<file path="config.mk">
export PLATFORM = sky130hd
export DESIGN_NAME = e_controller_flat
export DESIGN_NICKNAME = d
export VERILOG_FILES = /design/src/rtl/e_controller_pkg.sv /design/src/rtl/e_controller_if.sv /design/src/rtl/e_controller_instr_decode.sv /design/src/rtl/e_controller.sv /design/src/flat_wrapper.sv
export SDC_FILE = /design/constraint.sdc
export NUM_CORES = 1
export LEC_CHECK = 0
export ABC_AREA = 1
export BUFFER_PORTS_ARGS = -buffer_cell sky130_fd_sc_hd__buf_2
export CORE_ASPECT_RATIO = 1.2
export CORE_MARGIN = 2
export CORE_UTILIZATION = 43
export DETAILED_ROUTE_END_ITERATION = 8
export GPL_ROUTABILITY_DRIVEN = 0
export PLACE_DENSITY = 0.89
export SYNTH_ARGS = -nofsm -noshare
export SYNTH_HDL_FRONTEND = slang
export SYNTH_SLANG_ARGS = --single-unit
</file>
<file path="constraint.sdc">
create_clock -name clk -period 1.25 [get_ports clk]
set_input_delay 0.0625 -clock clk [delete_from_list [all_inputs] [get_ports clk]]
set_output_delay 0.0625 -clock clk [all_outputs]
set_load 0.005 [all_outputs]
</file>
<file path="src/rtl/e_controller_pkg.sv">
// e_controller_pkg: shared MIPS32 pipeline definitions (opcodes, functs, ALU encodings, hazard constants, decode flags)
package e_controller_pkg;
  localparam logic [5:0] OP_RTYPE = 6'b000000;
  localparam logic [5:0] OP_ORI   = 6'b001101;
  localparam logic [5:0] OP_LW    = 6'b100011;
  localparam logic [5:0] OP_SW    = 6'b101011;
  localparam logic [5:0] OP_BEQ   = 6'b000100;
  localparam logic [5:0] OP_LUI   = 6'b001111;
  localparam logic [5:0] OP_J     = 6'b000010;
  localparam logic [5:0] OP_JAL   = 6'b000011;
  localparam logic [5:0] FN_ADDU  = 6'b100001;
  localparam logic [5:0] FN_SUBU  = 6'b100011;
  localparam logic [5:0] FN_JR    = 6'b001000;
  localparam logic [1:0] ALU_ADD  = 2'b00;
  localparam logic [1:0] ALU_SUB  = 2'b01;
  localparam logic [1:0] ALU_OR   = 2'b10;
  localparam logic [1:0] ALU_LUI  = 2'b11;
  localparam logic [1:0] TUSE_NONE = 2'd3;
  localparam logic [4:0] REG_RA   = 5'd31;
  typedef struct packed {
    logic addu;
    logic subu;
    logic jr;
    logic ori;
    logic lw;
    logic sw;
    logic beq;
    logic lui;
    logic j;
    logic jal;
  } instr_flags_t;
endpackage

</file>
<file path="src/rtl/e_controller_if.sv">
// e_controller_if: D/E boundary inputs (clr, instr) and E-stage decode outputs
//   master: pipeline/hazard side (drives clr, instr; reads decode)
//   slave : e_controller side (reads clr, instr; drives instr_E and decode)
interface e_controller_if;
  logic        clr;
  logic [31:0] instr;
  logic [31:0] instr_E;
  logic [1:0]  Tuse_rs;
  logic [1:0]  Tuse_rt;
  logic [1:0]  Tnew;
  logic [4:0]  A3;
  logic        alu_src;
  logic [1:0]  alu_op;
  modport master (output clr, instr, input instr_E, Tuse_rs, Tuse_rt, Tnew, A3, alu_src, alu_op);
  modport slave (input clr, instr, output instr_E, Tuse_rs, Tuse_rt, Tnew, A3, alu_src, alu_op);
endinterface

</file>
<file path="src/rtl/e_controller_instr_decode.sv">
// instr_decode: one-hot instruction flags from opcode/funct
//   opcode_i [5:0], funct_i [5:0] -> flags_o (all zero for unsupported encodings)
module instr_decode
  import e_controller_pkg::*;
(
  input  logic [5:0]   opcode_i,
  input  logic [5:0]   funct_i,
  output instr_flags_t flags_o
);
  logic rtype;
  assign rtype = opcode_i == OP_RTYPE;
  always_comb begin
    flags_o      = '0;
    flags_o.addu = rtype && funct_i == FN_ADDU;
    flags_o.subu = rtype && funct_i == FN_SUBU;
    flags_o.jr   = rtype && funct_i == FN_JR;
    flags_o.ori  = opcode_i == OP_ORI;
    flags_o.lw   = opcode_i == OP_LW;
    flags_o.sw   = opcode_i == OP_SW;
    flags_o.beq  = opcode_i == OP_BEQ;
    flags_o.lui  = opcode_i == OP_LUI;
    flags_o.j    = opcode_i == OP_J;
    flags_o.jal  = opcode_i == OP_JAL;
  end
endmodule

</file>
<file path="src/rtl/e_controller.sv">
// e_controller: E-stage instruction register plus ALU/write-back/hazard-timing decode
//   clk, reset (async, active-high), bus (slave): clr, instr in; instr_E, Tuse_rs, Tuse_rt, Tnew, A3, alu_src, alu_op out
module e_controller
  import e_controller_pkg::*;
(
  input logic          clk,
  input logic          reset,
  e_controller_if.slave bus
);
  logic [31:0]  instr_q;
  logic [31:0]  instr_d;
  instr_flags_t f;
  assign instr_d = bus.clr ? '0 : bus.instr;
  always_ff @(posedge clk or posedge reset)
    if (reset) instr_q <= '0;
    else instr_q <= instr_d;
  instr_decode u_dec (
    .opcode_i(instr_q[31:26]),
    .funct_i (instr_q[5:0]),
    .flags_o (f)
  );
  assign bus.instr_E = instr_q;
  // jal's link value exists before E, so it writes $ra with Tnew 0
  always_comb begin
    bus.Tuse_rs = (f.addu | f.subu | f.ori | f.lw | f.sw) ? 2'd1 : (f.jr | f.beq) ? 2'd0 : TUSE_NONE;
    bus.Tuse_rt = (f.addu | f.subu) ? 2'd1 : f.sw ? 2'd2 : f.beq ? 2'd0 : TUSE_NONE;
    bus.Tnew    = f.lw ? 2'd2 : (f.addu | f.subu | f.ori | f.lui) ? 2'd1 : 2'd0;
    bus.A3      = (f.addu | f.subu) ? instr_q[15:11] : (f.ori | f.lw | f.lui) ? instr_q[20:16] : f.jal ? REG_RA : 5'd0;
    bus.alu_src = f.ori | f.lw | f.sw | f.lui;
    bus.alu_op  = (f.subu | f.beq) ? ALU_SUB : f.ori ? ALU_OR : f.lui ? ALU_LUI : ALU_ADD;
  end
endmodule

</file>
<file path="src/flat_wrapper.sv">
// flat-port wrapper written by rule: the top's interface ports become plain ports
module e_controller_flat import e_controller_pkg::*;
  (clk, reset, bus_clr, bus_instr, bus_instr_E, bus_Tuse_rs, bus_Tuse_rt, bus_Tnew, bus_A3, bus_alu_src, bus_alu_op);
  e_controller_if bus_i ();
  input logic clk;
  input logic reset;
  input wire logic [$bits(bus_i.clr)-1:0] bus_clr;
  input wire logic [$bits(bus_i.instr)-1:0] bus_instr;
  output wire logic [$bits(bus_i.instr_E)-1:0] bus_instr_E;
  output wire logic [$bits(bus_i.Tuse_rs)-1:0] bus_Tuse_rs;
  output wire logic [$bits(bus_i.Tuse_rt)-1:0] bus_Tuse_rt;
  output wire logic [$bits(bus_i.Tnew)-1:0] bus_Tnew;
  output wire logic [$bits(bus_i.A3)-1:0] bus_A3;
  output wire logic [$bits(bus_i.alu_src)-1:0] bus_alu_src;
  output wire logic [$bits(bus_i.alu_op)-1:0] bus_alu_op;
  assign bus_i.clr = bus_clr;
  assign bus_i.instr = bus_instr;
  assign bus_instr_E = bus_i.instr_E;
  assign bus_Tuse_rs = bus_i.Tuse_rs;
  assign bus_Tuse_rt = bus_i.Tuse_rt;
  assign bus_Tnew = bus_i.Tnew;
  assign bus_A3 = bus_i.A3;
  assign bus_alu_src = bus_i.alu_src;
  assign bus_alu_op = bus_i.alu_op;
  e_controller u_core (.clk(clk), .reset(reset), .bus(bus_i));
endmodule
</file>
# Yosys cells after proc, flatten, opt, wreduce, memory -nomap -nowiden
# Index checks and enable logic that the tools add are counted.
# totals
ff_bits	32
inputBits	35
word_cells	39
# classes
eq_ne	9
n_mux	14
n_bitwise	11
n_reduce_logical	4
# op_table
operator	count
two-way mux 32 bit	1
equality test 6 bit (second input constant)	4
equality test 6 x 4 -> 1 bit (second input constant)	3
two-way mux 2 bit	9
two-way mux 5 bit	3
OR 1 bit	11
equality test 6 x 2 -> 1 bit (second input constant)	1
equality test 6 x 3 -> 1 bit (second input constant)	1
logical NOT 6 bit	1
logical AND 1 bit	3
two-way mux 1 bit	1

# Longest topological paths before layout
# depth
depth_word	7
mapped_depth	8
ltp_nobuf	8

# Hierarchy
# A second synthesis with hierarchy kept.
# unflattened
hier_cells	183
hier_area_um2	1458.9
# by_module_without_submodules
mod	instances	cells_each	area_each_um2	seq_area_each_um2
e_controller	1	144	1285.0	800.8
instr_decode	1	39	173.9	0.0

# Least setup slack after synthesis
# No wires, ideal clock.
# synth_path
kind	reg-to-output
start	register u_core.instr_q[29] (netlist: u_core.bus.instr_E[29])
end	output bus_A3[0]
t_arrival_ns	1.000
required_time_ns	1.188
slack_ns	0.187
path_stages_with_launch	8
path_buffers	0
cell_sequence	dfrtp_1 -> nor2_4 -> nand2_2 -> nor2_4 -> nand2_1 -> nand2_4 -> nand2_1 -> nand2_1
# synth_via
elab_chain_len	5
word_cells_on_any_way	13
cone_classes	4 x eq/ne; 3 x mux; 3 x bitwise; 3 x reduce/logical
# synth_lines
item	line	rtl
start, declared	e_controller.sv:10	logic [31:0] instr_q;
start signal, assigned	e_controller.sv:16	else instr_q <= instr_d;
equality test 6 x 4 -> 1 bit / equality test 6 bit (equally long branches)	e_controller_instr_decode.sv:17, e_controller_instr_decode.sv:18	
OR 1 bit (2 in a row)	e_controller.sv:28	bus.A3 = (f.addu | f.subu) ? instr_q[15:11] : (f.ori | f.lw | f.lui) ? instr_q[20:16] : f.jal ? REG_RA : 5'd0;
two-way mux 5 bit	e_controller.sv:28	
two-way mux 5 bit *	e_controller.sv:28	
end, declared	flat_wrapper.sv:13	output wire logic [$bits(bus_i.A3)-1:0] bus_A3;
# Mark *: on every way between the ends. The rest lies on a longest branch, timed or not.

# Worst setup path after layout
# layout_path
start	register u_core.instr_q[30] (netlist: u_core.bus.instr_E[30])
end	output bus_Tuse_rs[1]
# layout_via
elab_chain_len	7
word_cells_on_any_way	15
cone_classes	4 x eq/ne; 2 x mux; 5 x bitwise; 4 x reduce/logical
# layout_lines
item	line	rtl
logical NOT 6 bit	e_controller_instr_decode.sv:11	assign rtype = opcode_i == OP_RTYPE;
logical AND 1 bit, on equally long branches	e_controller_instr_decode.sv:14, e_controller_instr_decode.sv:15	
OR 1 bit (4 in a row)	e_controller.sv:25	bus.Tuse_rs = (f.addu | f.subu | f.ori | f.lw | f.sw) ? 2'd1 : (f.jr | f.beq) ? 2'd0 : TUSE_NONE;
two-way mux 2 bit *	e_controller.sv:25	
end, declared	flat_wrapper.sv:10	output wire logic [$bits(bus_i.Tuse_rs)-1:0] bus_Tuse_rs;
# Marks and branches as above.

==> implementation parameters <==
Parameter                              Value

Synthesis
  Post-Syn Area    0.00141 sq mm
  Number of standard cells after synthesis    176
  FF+latch count, synth    32
  Sequential element share of the synthesized area    57.0%
  Post-synthesis cell type count    16
  Synthesized Nets    211
  Warning count from the yosys run    0
  Mapped Avg Cell Area    7.98 sq um

Status
  Violations in the final reports    setup timing
  Result of the run    finished, violations left

Pwr
  Post-route total power    0.00230 W
  Portion of total power attributed to sequential cells    49.0%
  Power dissipated by switching net loads    0.000581 W
  Combinational Power Share    17.4%
  Worst voltage drop across the vdd grid    0.000882 V
  Clk network pwr share    33.6%
  LEAKAGE    1.45 nW
  Internal Pwr Total    0.00172 W
  Power per standard cell area    958 mW/mm^2
  Switching power share of the total    25.3%

Global routing
  Number of global-route vias before repair    1505
  Initial antenna violation count    0
  Largest net degree at the start of global routing    33
  Grt ovf    0
  Wire length of the first global-routing pass    6730 um
  GRT Resource Usage Total    24.6%

Final layout
  Final core utilization    77.8%
  Leading cell type in the layout, fill and taps excluded    sky130_fd_sc_hd__buf_2
  Most used cells in the layout excluding fill and tap cells    sky130_fd_sc_hd__buf_2 (80), sky130_fd_sc_hd__nor2_1 (43), sky130_fd_sc_hd__inv_1 (42)
  Number of diodes added for antenna fixing    0
  Layout overhead on the synthesized area    70.7%
  Flip-flop count of the largest register, all copies and words added    32
  Layout net count    338
  Proportion of layout cells with a drive suffix above 1    41.4%

Drt
  DR pass1 iterations    4
  Post-route DRC    0
  Detailed router's first-iteration violation count    51
  Via Count    1551
  Final routed wirelength across all metal layers    4460 um
  Wire length per cell    13.1 um
  Number of antenna-violating nets in the routed design    0
  Via density per instance    4.56

Clock network
  Clk root buf    sky130_fd_sc_hd__clkbuf_4
  Clock tree from TritonCTS    built
  Max Buffers Root-to-Sink    2
  CTS Sinks    32
  Clock-pin slew on the worst setup and hold paths    0.11 ns
  Number of levels in the clock H-tree    2
  Number of CTS-inserted buffers    5

STA
  Hold violation count in the final report    0
  Worst max-slew margin expressed relative to the limit    65.0%
  PnR worst setup slack    -0.404 ns
  Portion of the clock cycle consumed by the worst path in the final layout    132%
  Achievable clock frequency    604 MHz
  Tightest Pin Transition    0.524 ns
  Final min period    1.65 ns
  Unrepaired setup endpoints after global routing    yes
  Number of setup violations in the final report    14
  Number of pins exceeding their max-slew limit in the final report    0

Setup path
  Endpoint class of the critical path    primary output
  Arr. time, crit path    1.59 ns
  Timing startpoint of the critical path    u_core.bus.instr_E[30]
  Crit path required time    1.19 ns
  Worst Setup Start Kind    register
  Critical Setup Path Class    register to primary output
  Critical-path maximum fanout    4

Place
  Number of buffers added on ports    80
  Dpl hpwl    2590 um

Run
  Maximum capacitance violations    0

Floorplanning
  Die X    56.2 um
  Vertical extent of the die    66.6 um
  Initial core utilization    45.6%
  Placeable core region    0.00308 sq mm
  Core Rows    22
  Number of placed I/O pins    81
  Die outline area    0.00374 sq mm

Min path
  Worst min-delay path startpoint    bus_clr
  Kind of path behind the tightest hold check    primary input to register
  Number of cells on the worst hold path    2
  Sink of the worst hold path    u_core.bus.instr_E[27]
-- kinds of logic (layout without fill, tap and decap cells) --
kind of cell | count (synthesis) | after routing | share of synthesized area (%)
flops | 32 | 32 | 57.0
compound gates | 6 | 6 | 2.32
buf+inv | 51 | 179 | 13.6
simple gates | 87 | 87 | 27.1
-- through the flow --
| step | setup TNS [ns] | hold WS, ns | area (sq um) | worst slack [ns] | instances |
|---|---|---|---|---|---|
| CTS | -3.64 | 0.177 | 2320 | -0.353 | 337 |
| detailed placement | 0 | 0.0872 | 1870 | 0.0199 | 293 |
| finish | -4.30 | 0.194 | 2400 | -0.404 | 340 |
| global route | -5.51 | 0.197 | 2400 | -0.507 | 340 |
| floorplan | 0 | 0.128 | 1410 | 0.187 | 176 |
| global placement | 0 | 0.0841 | 1870 | 0.0331 | 293 |
-- worst max-delay path: stages, from the launching register on --
cell	delay [ns]
sky130_fd_sc_hd__dfrtp_2	0.48
sky130_fd_sc_hd__inv_1	0.10
sky130_fd_sc_hd__nand2_2	0.11
sky130_fd_sc_hd__nor2_4	0.15
sky130_fd_sc_hd__buf_4	0.12
sky130_fd_sc_hd__nand2_1	0.06
sky130_fd_sc_hd__nand2_2	0.07
sky130_fd_sc_hd__nor2_1	0.05
sky130_fd_sc_hd__buf_2	0.12
-- synth_stat cells --
cell type / n / area [sq um]
sky130_fd_sc_hd__nand2_1: 25 / 93.8
sky130_fd_sc_hd__nor2_4: 2 / 22.5
sky130_fd_sc_hd__o211ai_1: 1 / 7.51
sky130_fd_sc_hd__nor2_2: 2 / 12.5
sky130_fd_sc_hd__a21oi_1: 5 / 25.0
sky130_fd_sc_hd__nand2_2: 3 / 18.8
sky130_fd_sc_hd__dfrtp_1: 32 / 801
sky130_fd_sc_hd__or2_2: 1 / 6.26
sky130_fd_sc_hd__clkbuf_1: 3 / 11.3
sky130_fd_sc_hd__inv_2: 2 / 7.51
sky130_fd_sc_hd__nand2_4: 1 / 11.3
sky130_fd_sc_hd__nand4_1: 2 / 12.5
sky130_fd_sc_hd__nor2_1: 46 / 173
sky130_fd_sc_hd__nand3_2: 1 / 10.0
sky130_fd_sc_hd__inv_1: 46 / 173
sky130_fd_sc_hd__nand3_1: 4 / 20.0
-- per-layer routing --
metal,track usage (%),part of all wire [%],up-vias
li1,-,-,756
met1,23.3,34,715
met2,47.2,57,63
met3,6.21,4.8,17
met4,14.6,4.2,0
met5,0,0,-
-- final cells by class --
type                            instances  area [sq um]
Multi-Input combinational cell         93           473
Timing Repair Buffer                  123           813
Clock inverter                          3          42.5
Sequential cell                        32           805
Clock buffer                            5          37.5
Tap cell                               36          45.0
Inverter                               48           183
Fill cell                             207           684
-- worst max-delay path by stage --
stage                          end  depth (start not counted)  slack [ns]
finish              bus_Tuse_rs[1]                          8       -0.40
floorplan                bus_A3[0]                          7        0.19
detailed placement       bus_A3[0]                          8        0.02
global placement         bus_A3[4]                          8        0.03
CTS                      bus_A3[0]                          8       -0.35
global route             bus_A3[3]                          8       -0.51
-- power groups by stage --
| stage | logic, W | clock network (W) | registers (W) |
|---|---|---|---|
| 2_1_floorplan | 0.000117 | 0 | 0.00115 |
| 3_3_place_gp | 0.000263 | 0 | 0.00114 |
| 3_5_place_dp | 0.000271 | 0 | 0.00114 |
| 4_1_cts | 0.000363 | 0.000791 | 0.00112 |
| 5_1_grt | 0.000440 | 0.000853 | 0.00113 |
| 6_report | 0.000400 | 0.000772 | 0.00113 |
-- timing repair --
item                                    4_1_cts  5_1_grt
hold buffers                                 33        0
endpoints found under the setup margin       14       14
pin swaps                                     4       11
gates resized for setup                       9       16
hold endpoints to repair                     42        0
setup buffers                                 3        3
Note: power is estimated with default switching activity, not from simulation.
